<file path="config.mk">
export PLATFORM = sky130hd
export DESIGN_NAME = fp_to_int_seq
export DESIGN_NICKNAME = d
export VERILOG_FILES = /design/src/rtl/fp2int_pkg.sv /design/src/rtl/fp2int_round.sv /design/src/rtl/fp_to_int_seq.sv
export SDC_FILE = /design/constraint.sdc
export NUM_CORES = 1
export LEC_CHECK = 0
export ABC_AREA = 1
export CORE_UTILIZATION = 61
export CTS_CLUSTER_SIZE = 30
export DETAILED_ROUTE_END_ITERATION = 12
export PLACE_DENSITY = 0.87
export REMOVE_ABC_BUFFERS = 1
export SLEW_MARGIN = 20
export SYNTH_ARGS = -nofsm -noshare
export SYNTH_HDL_FRONTEND = slang
export SYNTH_HIERARCHICAL = 1
export SYNTH_SLANG_ARGS = --single-unit
</file>
<file path="constraint.sdc">
create_clock -name clk -period 5.4 [get_ports clk]
set_input_delay 1.08 -clock clk [delete_from_list [all_inputs] [get_ports clk]]
set_output_delay 1.08 -clock clk [all_outputs]
set_load 0.02 [all_outputs]
</file>
<file path="src/rtl/fp2int_pkg.sv">
// Shared definitions for the FP32-to-integer converter: rounding-mode codes,
// FSM states, exponent bias and saturation constants.
package fp2int_pkg;

    localparam logic [2:0] RM_RNE = 3'b000;
    localparam logic [2:0] RM_RTZ = 3'b001;
    localparam logic [2:0] RM_RDN = 3'b010;
    localparam logic [2:0] RM_RUP = 3'b011;
    localparam logic [2:0] RM_RMM = 3'b100;

    typedef enum logic [1:0] {
        ST_IDLE,
        ST_SHIFT,
        ST_ROUND,
        ST_DONE
    } state_e;

    localparam int BIAS = 127;

    localparam logic [31:0] INT_MAX  = 32'h7FFF_FFFF;
    localparam logic [31:0] INT_MIN  = 32'h8000_0000;
    localparam logic [31:0] UINT_MAX = 32'hFFFF_FFFF;

    // Out-of-range values clamp toward the operand's sign.
    function automatic logic [31:0] sat_value(input logic to_signed, input logic neg);
        if (to_signed) return neg ? INT_MIN : INT_MAX;
        else           return neg ? 32'h0 : UINT_MAX;
    endfunction

endpackage

</file>
<file path="src/rtl/fp2int_round.sv">
// Combinational rounding decision from lsb, round bit, sticky and sign.
module fp2int_round
    import fp2int_pkg::*;
(
    input  logic       lsb,
    input  logic       r,
    input  logic       sticky,
    input  logic       sign,
    input  logic [2:0] r_mode,
    output logic       inc,
    output logic       inexact
);

    always_comb begin
        inexact = r || sticky;
        case (r_mode)
            RM_RTZ:  inc = 1'b0;
            RM_RDN:  inc = sign && (r || sticky);
            RM_RUP:  inc = !sign && (r || sticky);
            RM_RMM:  inc = r;
            default: inc = r && (sticky || lsb);
        endcase
    end

endmodule

</file>
<file path="src/rtl/fp_to_int_seq.sv">
// Multi-cycle FP32 -> int32/uint32 converter with an iterative right shifter.
// Define FP2INT_ASSERT_EN to compile the embedded protocol/sanity assertions.
module fp_to_int_seq
    import fp2int_pkg::*;
#(
    parameter int SHIFT_STEP = 4
) (
    input  logic        clk,
    input  logic        rst_n,
    input  logic        in_valid,
    output logic        in_ready,
    input  logic [31:0] fp_in,
    input  logic [2:0]  r_mode,
    input  logic        is_signed,
    output logic        out_valid,
    input  logic        out_ready,
    output logic [31:0] int_result,
    output logic        invalid,
    output logic        inexact
);

    localparam logic [4:0] STEP     = 5'(SHIFT_STEP);
    localparam logic [7:0] EXP_LSH  = 8'(BIAS + 23);
    localparam logic [7:0] EXP_OVF  = 8'(BIAS + 32);
    localparam logic [7:0] EXP_CAP  = 8'(BIAS - 3);
    localparam int         MAX_SHIFT_CYC = (26 + SHIFT_STEP - 1) / SHIFT_STEP;

    state_e      state_q, state_d;
    logic [31:0] res_q, res_d;
    logic        inv_q, inv_d, inx_q, inx_d;
    logic [32:0] mag_q, mag_d;
    logic [4:0]  rem_q, rem_d;
    logic        rbit_q, rbit_d, stk_q, stk_d;
    logic        sign_q, sign_d, sgn_q, sgn_d, left_q, left_d;
    logic [2:0]  rm_q, rm_d;
    logic [3:0]  lsh_q, lsh_d;

    logic [7:0]  exp_in;
    logic [22:0] frac_in;
    logic        accept, in_zero, in_nan, in_special;
    logic [4:0]  amt;
    logic [32:0] out_mask, rounded;
    logic        inc, rnd_inexact, range_ok;

    assign accept     = in_valid && in_ready;
    assign exp_in     = fp_in[30:23];
    assign frac_in    = fp_in[22:0];
    assign in_zero    = (exp_in == 8'h00) && (frac_in == 23'h0);
    assign in_nan     = (exp_in == 8'hFF) && (frac_in != 23'h0);
    assign in_special = (exp_in >= EXP_OVF) || in_zero;

    assign amt      = (rem_q > STEP) ? STEP : rem_q;
    assign out_mask = (33'd1 << amt) - 33'd1;
    assign rounded  = mag_q + 33'(inc);

    fp2int_round u_round (
        .lsb     (mag_q[0]),
        .r       (rbit_q),
        .sticky  (stk_q),
        .sign    (sign_q),
        .r_mode  (rm_q),
        .inc     (inc),
        .inexact (rnd_inexact)
    );

    always_comb begin
        if (sgn_q) range_ok = sign_q ? (rounded <= {1'b0, INT_MIN}) : (rounded <= {1'b0, INT_MAX});
        else       range_ok = sign_q ? (rounded == 33'd0)           : (rounded <= {1'b0, UINT_MAX});
    end

    always_ff @(posedge clk or negedge rst_n) begin
        if (!rst_n) begin
            state_q <= ST_IDLE;
            res_q   <= 32'h0;
            inv_q   <= 1'b0;
            inx_q   <= 1'b0;
        end else begin
            state_q <= state_d;
            res_q   <= res_d;
            inv_q   <= inv_d;
            inx_q   <= inx_d;
        end
    end

    always_ff @(posedge clk) begin
        mag_q  <= mag_d;
        rem_q  <= rem_d;
        rbit_q <= rbit_d;
        stk_q  <= stk_d;
        sign_q <= sign_d;
        sgn_q  <= sgn_d;
        left_q <= left_d;
        rm_q   <= rm_d;
        lsh_q  <= lsh_d;
    end

    always_comb begin
        state_d = state_q;
        case (state_q)
            ST_IDLE:  if (accept) state_d = in_special ? ST_DONE : ST_SHIFT;
            ST_SHIFT: if (left_q || (rem_q <= STEP)) state_d = ST_ROUND;
            ST_ROUND: state_d = ST_DONE;
            ST_DONE:  if (out_ready) state_d = ST_IDLE;
            default:  state_d = ST_IDLE;
        endcase
    end

    always_comb begin
        res_d  = res_q;
        inv_d  = inv_q;
        inx_d  = inx_q;
        mag_d  = mag_q;
        rem_d  = rem_q;
        rbit_d = rbit_q;
        stk_d  = stk_q;
        sign_d = sign_q;
        sgn_d  = sgn_q;
        left_d = left_q;
        rm_d   = rm_q;
        lsh_d  = lsh_q;
        case (state_q)
            ST_IDLE: if (accept) begin
                sign_d = fp_in[31];
                sgn_d  = is_signed;
                rm_d   = r_mode;
                rbit_d = 1'b0;
                stk_d  = 1'b0;
                mag_d  = {9'd0, |exp_in, frac_in};
                left_d = (exp_in >= EXP_LSH);
                lsh_d  = (exp_in >= EXP_LSH) ? 4'(exp_in - EXP_LSH) : 4'd0;
                if (exp_in >= EXP_LSH)     rem_d = 5'd0;
                else if (exp_in < EXP_CAP) rem_d = 5'd26;
                else                       rem_d = 5'(EXP_LSH - exp_in);
                inx_d  = 1'b0;
                if (in_nan) begin
                    res_d = is_signed ? INT_MAX : UINT_MAX;
                    inv_d = 1'b1;
                end else if (exp_in >= EXP_OVF) begin
                    res_d = sat_value(is_signed, fp_in[31]);
                    inv_d = 1'b1;
                end else begin
                    res_d = 32'h0;
                    inv_d = 1'b0;
                end
            end
            ST_SHIFT: begin
                if (left_q) begin
                    mag_d = mag_q << lsh_q;
                end else begin
                    // Round bit is the top bit of this step's window; everything older folds into sticky.
                    mag_d  = mag_q >> amt;
                    rem_d  = rem_q - amt;
                    rbit_d = |(mag_q & (out_mask & ~(out_mask >> 1)));
                    stk_d  = stk_q | rbit_q | (|(mag_q & (out_mask >> 1)));
                end
            end
            ST_ROUND: begin
                if (!range_ok) begin
                    res_d = sat_value(sgn_q, sign_q);
                    inv_d = 1'b1;
                    inx_d = 1'b0;
                end else begin
                    res_d = (sgn_q && sign_q) ? -rounded[31:0] : rounded[31:0];
                    inv_d = 1'b0;
                    inx_d = rnd_inexact;
                end
            end
            default: ;
        endcase
    end

    always_comb begin
        in_ready   = (state_q == ST_IDLE);
        out_valid  = (state_q == ST_DONE);
        int_result = res_q;
        invalid    = inv_q;
        inexact    = inx_q;
    end

`ifdef FP2INT_ASSERT_EN
    logic [4:0] shift_cyc_q, shift_cyc_d;

    assign shift_cyc_d = (state_q == ST_SHIFT) ? shift_cyc_q + 5'd1 : 5'd0;

    always_ff @(posedge clk or negedge rst_n) begin
        if (!rst_n) shift_cyc_q <= 5'd0;
        else        shift_cyc_q <= shift_cyc_d;
    end

    a_valid_hold: assert property (@(posedge clk) disable iff (!rst_n)
        out_valid && !out_ready |=> out_valid);
    a_out_stable: assert property (@(posedge clk) disable iff (!rst_n)
        out_valid && !out_ready |=> $stable(int_result) && $stable(invalid) && $stable(inexact));
    a_ready_idle: assert property (@(posedge clk) disable iff (!rst_n)
        in_ready == (state_q == ST_IDLE));
    a_shift_len: assert property (@(posedge clk) disable iff (!rst_n)
        (state_q == ST_SHIFT) |-> (int'(shift_cyc_q) < MAX_SHIFT_CYC));
    a_inv_inx: assert property (@(posedge clk) disable iff (!rst_n)
        invalid |-> !inexact);
`endif

endmodule

</file>
==> flow_summary.ini, run 1 <==
[run_status]
status = finished clean

[clocking]
postCtsSetupBuffers = 0
cts_sinks = 86
cts-resized-gates = 0
cts_tree = yes
htreeDepth = 3
cts-root-to-sink-buffers = 2
clk-insertion-delay-late_ns = 0.36
clk_pin_slew_ns = 0.07
root_buffer = clkbuf_16
cts_hold_buf = 0
cts_inserted_buffers = 9

[routing]
vias_per_cell = 6.05
ant_nets = 0
routed-via-count = 10700
wl_um = 29200
wl_per_cell_um = 16.5
drc = 0
drt_pass1_iterations = 6
drt_iter0_drc = 1560

[sta]
timing.final.crit_share_pct = 71.9
slew_headroom_pct = 37.6
finClkSkew_ns = 0.0144
layout_min_cycle_time_ns = 3.88
fmax_mhz = 258
setup_violations = 0
worstMarginPinSlew_ns = 0.936
grt_setup_unrepaired = false
drv_slew = 0
tns_ns = 0
finalHoldViolCount = 0
fin_ws_ns = 1.52

[setup_path]
path_class = reg2reg
worst_path_largest_cell_delay_ns = 0.40
cp.required_ns = 5.68
cp.arrival_ns = 4.17
startpoint_type = register
crit_top_cell = nand2_1
critPathSlowestCell = edfxtp_1
crit_family = simple AND/OR/NAND/NOR gates
worst-path-buf-inv = 0
cp-end-kind = register
cp_cell_sequence = or2_0 > nand2_1 > nand2_1 > nand2_1 > ha_1 > ha_1 > nand2_1 > nor2_2 > nand2_2 > nor2_4 > nand2_1 > nand2_1 > nand2_1 > nor2_1 > nand3_1 > nor2_1 > nand3_1 > nand2_2 > nand2_2 > nand3_2 > nand2_2 > nand2_1 > nand2_1 > a21oi_1
cp_max_fo = 31
r2r_slack_ns = 1.52

[global_route]
grt_pass1_wl_um = 47600
grt_max_degree = 68
first_global_vias = 9653
grt.total_usage_pct = 37.5
gr-total-overflow = 0
antenna_found_initial = 0

[synthesis]
synth_top_area_share_pct = 20.2
synth.avg_cell_area_sq_um = 5.99
synth_top_family_by_area = simple AND/OR/NAND/NOR gates
syn_inst = 1566
ys.flop_type = edfxtp_1
synth_top_area_cell = nand2_1
yosys.area_share.adder_pct = 2.27
yosysWarnings = 6
synth_mux_area_share_pct = 1.71
ys_types = 51
ys_top_cells_by_area = nand2_1 20%, edfxtp_1 16%, dfrtp_1 9.6%
synth_area_sq_mm = 0.00937
synth_compound_area_share_pct = 18.1
async_flop_share_pct = 41.9
synth_edf_count = 50
synthXorXnorAreaFrac_pct = 2.06
synth_simple_gate_area_share_pct = 39.9
ys_seq_elements = 86
ys_seq_area_share_pct = 25.6

[layout]
final_nets = 1641
syn_to_final_growth_pct = 10.9
layout_common_cells = 505 x nand2_1, 188 x nor2_1, 148 x inv_1
nFillCells = 1365
drive_above_1_share_pct = 5.60
area.sequential_sq_mm = 0.00240
utilization_pct = 70.4
final_common_cell = nand2_1
multi_input_area_sq_mm = 0.00602
n_antenna_cell = 0
final_area_sq_mm = 0.0104

[placement]
hpwl_um = 22400
postPlaceCellArea_sq_mm = 0.0101
portBuffers = 75
place_congestion = 0.980
dpl_worst_slack_ns = 1.52

[job]
drv_cap = 0

[pwr]
max-vdd-ir-drop_uv = 505
p_per_area_mw_per_mm2 = 589
power.total_mw = 6.12
leakage_nw = 4.68

[floorplan]
ios = 76
die_area_sq_mm = 0.0159
die_y_um = 126
core_sq_mm = 0.0148
die_w_um = 126
initial_core_util_pct = 63.5
row_count = 44

[min_path]
hp-class = reg2reg
-- routing by layer --
metal	vias to the layer above	global-route usage, %	share of wire, %
met3	97	5.35	9.7
met1	4764	49.2	40
met2	665	59.1	45
li1	5197	-	-
met4	0	21.6	5.3
met5	-	0	0
-- cells by family (layout without fill, tap and decap cells) --
kind of cell    after synthesis  count (layout)
buf+inv                     244             267
compound gates              293             293
xor+xnor                     22              22
fa+ha+maj                    17              17
mux                          16              16
flops                        86              86
other cells                   1               1
simple gates                887             887
-- final cells by class --
class / instances / share of cell area (%)
sequential: 86 / 23.1
multi-input combinational: 1236 / 57.9
clock inverter: 7 / 0.542
inverter: 162 / 5.85
timing repair buffer: 89 / 8.19
clock buffer: 9 / 2.17
tap: 184 / 2.22
-- Yosys cell counts (10+ instances only) --
library cell	instances
buf_2	11
o21ai_0	136
xor2_1	21
ha_1	17
o211ai_1	31
nand2_1	505
nand4_1	37
a21oi_1	72
mux2i_1	16
dfrtp_1	36
edfxtp_1	50
clkbuf_1	55
nor2_1	191
a31oi_1	16
nand2_2	13
nor2_2	10
inv_2	12
inv_1	148
nand3_1	101
-- power breakdown --
part | total, mW | internal [mW] | switching, mW | leakage [nW]
sequential | 1.53 | 1.12 | 0.411 | 0.900
combinational | 3.97 | 1.30 | 2.67 | 3.64
clock | 0.622 | 0.318 | 0.303 | 0.138
-- state kept, by name (all words and copies together) (netlist names) --
name	count
lsh_q	4
int_result	32
sign_q	1
rem_q	5
rbit_q	1
sgn_q	1
invalid	1
rm_q	3
stk_q	1
mag_q	33
state_q	2
inexact	1
left_q	1
-- tightest hold or removal path, stage by stage (launching register included) --
cell and delay [ns]:
dfrtp_1 0.35, nand2_1 0.05, o21ai_0 0.06
-- path summary, 6_finish.rpt --
check / from / endpoint / cells past startpoint
setup / recovery: rm_q[0] / int_result[11] / 24
setup reg to reg: rm_q[0] / int_result[11] / 24
min in group asynchronous: rst_n / int_result[30] / 1
hold reg to reg: invalid / invalid / 2
hold / removal: invalid / invalid / 2
max in group asynchronous: rst_n / int_result[23] / 1
-- stage by stage --
stage	instances	hold WS [ns]
finish	1773	0.499
floorplan	1484	0.580
detailed placement	1757	0.487
global route	1773	0.533
global placement	1757	0.474
CTS	1773	0.505
Note: power is estimated with default switching activity, not from simulation.
==> run 2, diff against run 1 <==
--- a/config.mk
+++ b/config.mk
@@ -6,10 +6,10 @@
 export NUM_CORES = 1
 export LEC_CHECK = 0
 export ABC_AREA = 1
-export CORE_UTILIZATION = 61
+export CORE_UTILIZATION = 55
 export CTS_CLUSTER_SIZE = 30
 export DETAILED_ROUTE_END_ITERATION = 12
-export PLACE_DENSITY = 0.87
+export PLACE_DENSITY = 0.83
 export REMOVE_ABC_BUFFERS = 1
 export SLEW_MARGIN = 20
 export SYNTH_ARGS = -nofsm -noshare
==> constraint.sdc (replaced) <==
create_clock -name clk -period 3.3 [get_ports clk]
set_input_delay 0.66 -clock clk [delete_from_list [all_inputs] [get_ports clk]]
set_output_delay 0.66 -clock clk [all_outputs]
set_load 0.02 [all_outputs]
==> run 2 against run 1 <==
Net effect: the flow now finishes with violations (negative setup slack); sequential share of layout area fell by 2.4 points; via count grew 3.9%; sequential power grew 66%; critical path type unchanged.
==> flow_summary.ini, run 2 (synthesis results as in run 1) <==
[run_status]
status = complete, but fails checks
violations = negative setup slack

[routing]
drt_pass1_iterations = 6
wl_per_cell_um = 17.3
routed-via-count = 11100
wl_um = 32700
ant_nets = 0
drt_iter0_drc = 1233
vias_per_cell = 5.88
drc = 0

[setup_path]
startpoint_type = register
cp.required_ns = 3.59
cp-end-kind = register
worst-path-buf-inv = 5
cp.arrival_ns = 3.71
crit_top_cell = nand2_2
cp_cell_sequence = buf_4 > xor2_1 > nand2_1 > nand2_2 > ha_4 > buf_6 > nand2_2 > nor2_4 > nand2_4 > nor2_8 > nand2_2 > nand2_1 > nand2_1 > nor2_4 > inv_2 > nor2_2 > nand3_2 > o21ai_4 > buf_6 > clkbuf_16 > nand4_1 > nand2_2 > nand2_2 > a21oi_2
critPathSlowestCell = edfxtp_1
crit_family = simple AND/OR/NAND/NOR gates
worst_path_largest_cell_delay_ns = 0.40
path_class = reg2reg
cp_max_fo = 8

[layout]
syn_to_final_growth_pct = 24.0
utilization_pct = 70.1
final_nets = 1727
drive_above_1_share_pct = 16.1
largest_register_ffs = 33
finalNonFillerCells = 1895
nFillCells = 1481
n_antenna_cell = 0
final_area_sq_mm = 0.0116
layout_common_cells = 468 x nand2_1, 165 x nor2_1, 146 x inv_1
top_register = mag_q
final_common_cell = nand2_1

[sta]
finalHoldViolCount = 0
fin_ws_ns = -0.117
layout_min_cycle_time_ns = 3.42
finClkSkew_ns = 0.0144
drv_slew = 0
worstMarginPinSlew_ns = 0.958
slew_headroom_pct = 36.1
fmax_mhz = 293
timing.final.crit_share_pct = 104
grt_setup_unrepaired = true
setup_violations = 33

[clocking]
cts_hold_buf = 0
cts_inserted_buffers = 9
clk-insertion-delay-late_ns = 0.37
cts_tree = yes
cts_sinks = 86
clk_pin_slew_ns = 0.07
root_buffer = clkbuf_16
htreeDepth = 3
cts-root-to-sink-buffers = 2

[floorplan]
row_count = 47
core_sq_mm = 0.0166
ios = 76
die_w_um = 133
initial_core_util_pct = 56.5
die_y_um = 133
die_area_sq_mm = 0.0176

[global_route]
grt.total_usage_pct = 36.9
gr-total-overflow = 0
antenna_found_initial = 0
grt_max_degree = 61
first_global_vias = 10200
grt_pass1_wl_um = 51500

[pwr]
leakage_nw = 5.20
p_per_area_mw_per_mm2 = 964
max-vdd-ir-drop_uv = 554

[placement]
postPlaceCellArea_sq_mm = 0.0106
hpwl_um = 24500
place_congestion = 0.972
dp.cells = 1852
dpl_worst_slack_ns = -0.159
portBuffers = 75

[job]
drv_cap = 0

[min_path]
hp-class = in2async
==> run 2: worst paths after layout <==
kind	from	to	cells after the start	slack, ns
max	rm_q[0]	int_result[10]	24	-0.12
min	rst_n	int_result[24]	1	0.40
max reg2reg	rm_q[0]	int_result[10]	24	-0.12
min reg2reg	invalid	invalid	2	0.50
max in group asynchronous	rst_n	int_result[18]	1	2.37
min in group clk	invalid	invalid	2	0.50
==> run 2: where the power goes <==
part	total (mW)	internal, mW	switching [mW]
Sequential	2.54	1.84	0.706
Clock	1.00	0.516	0.488
Combinational	7.65	2.79	4.86
Total	11.2	5.14	6.06
==> run 2: worst reg2reg max path, cell delays in order, from the launching register on <==
cell	delay (ns)
edfxtp_1	0.40
buf_4	0.15
xor2_1	0.17
nand2_1	0.09
nand2_2	0.09
ha_4	0.15
buf_6	0.11
nand2_2	0.06
nor2_4	0.19
nand2_4	0.11
nor2_8	0.17
nand2_2	0.07
nand2_1	0.06
nand2_1	0.14
nor2_4	0.15
inv_2	0.04
nor2_2	0.11
nand3_2	0.11
o21ai_4	0.22
buf_6	0.18
clkbuf_16	0.14
nand4_1	0.11
nand2_2	0.11
nand2_2	0.06
a21oi_2	0.15
==> run 2: per-layer routing <==
| layer | global-route usage [%] | part of all wire, % | routed length, um | vias up |
|---|---|---|---|---|
| li1 | - | - | - | 5367 |
| met3 | 4.33 | 8.5 | 2780 | 99 |
| met4 | 21.1 | 5.4 | 1760 | 0 |
| met1 | 47.8 | 40 | 13100 | 5037 |
| met5 | 0 | 0 | 0 | - |
| met2 | 59.7 | 46 | 15100 | 641 |
==> run 2: repair_timing <==
| action | CTS | global route |
|---|---|---|
| pin swaps | 27 | 40 |
| cloned | 2 | 3 |
| endpoints found under the setup margin | 34 | 34 |
| endpoints found under the hold margin | 0 | 0 |
| gates resized for setup | 40 | 83 |
| setup buffers | 15 | 8 |
==> run 2: area by class of cell <==
class	instances	area (sq um)	area share, %
multi-input combinational	1236	6400	55.0
clock inverter	6	45.0	0.388
tap	220	275	2.37
inverter	162	608	5.23
timing repair buffer	175	1670	14.3
clock buffer	10	229	1.97
sequential	86	2400	20.7
==> run 2: metrics by stage <==
stage / total power [mW] / setup TNS [ns] / hold slack (ns)
6_report: 11.2 / -1.93 / 0.399
2_1_floorplan: 6.72 / -70.36 / 0.364
4_1_cts: 10.6 / 0 / 0.418
5_1_grt: 12.0 / -8.71 / 0.469
3_3_place_gp: 9.14 / -0.373 / 0.469
3_5_place_dp: 9.26 / -3.83 / 0.480
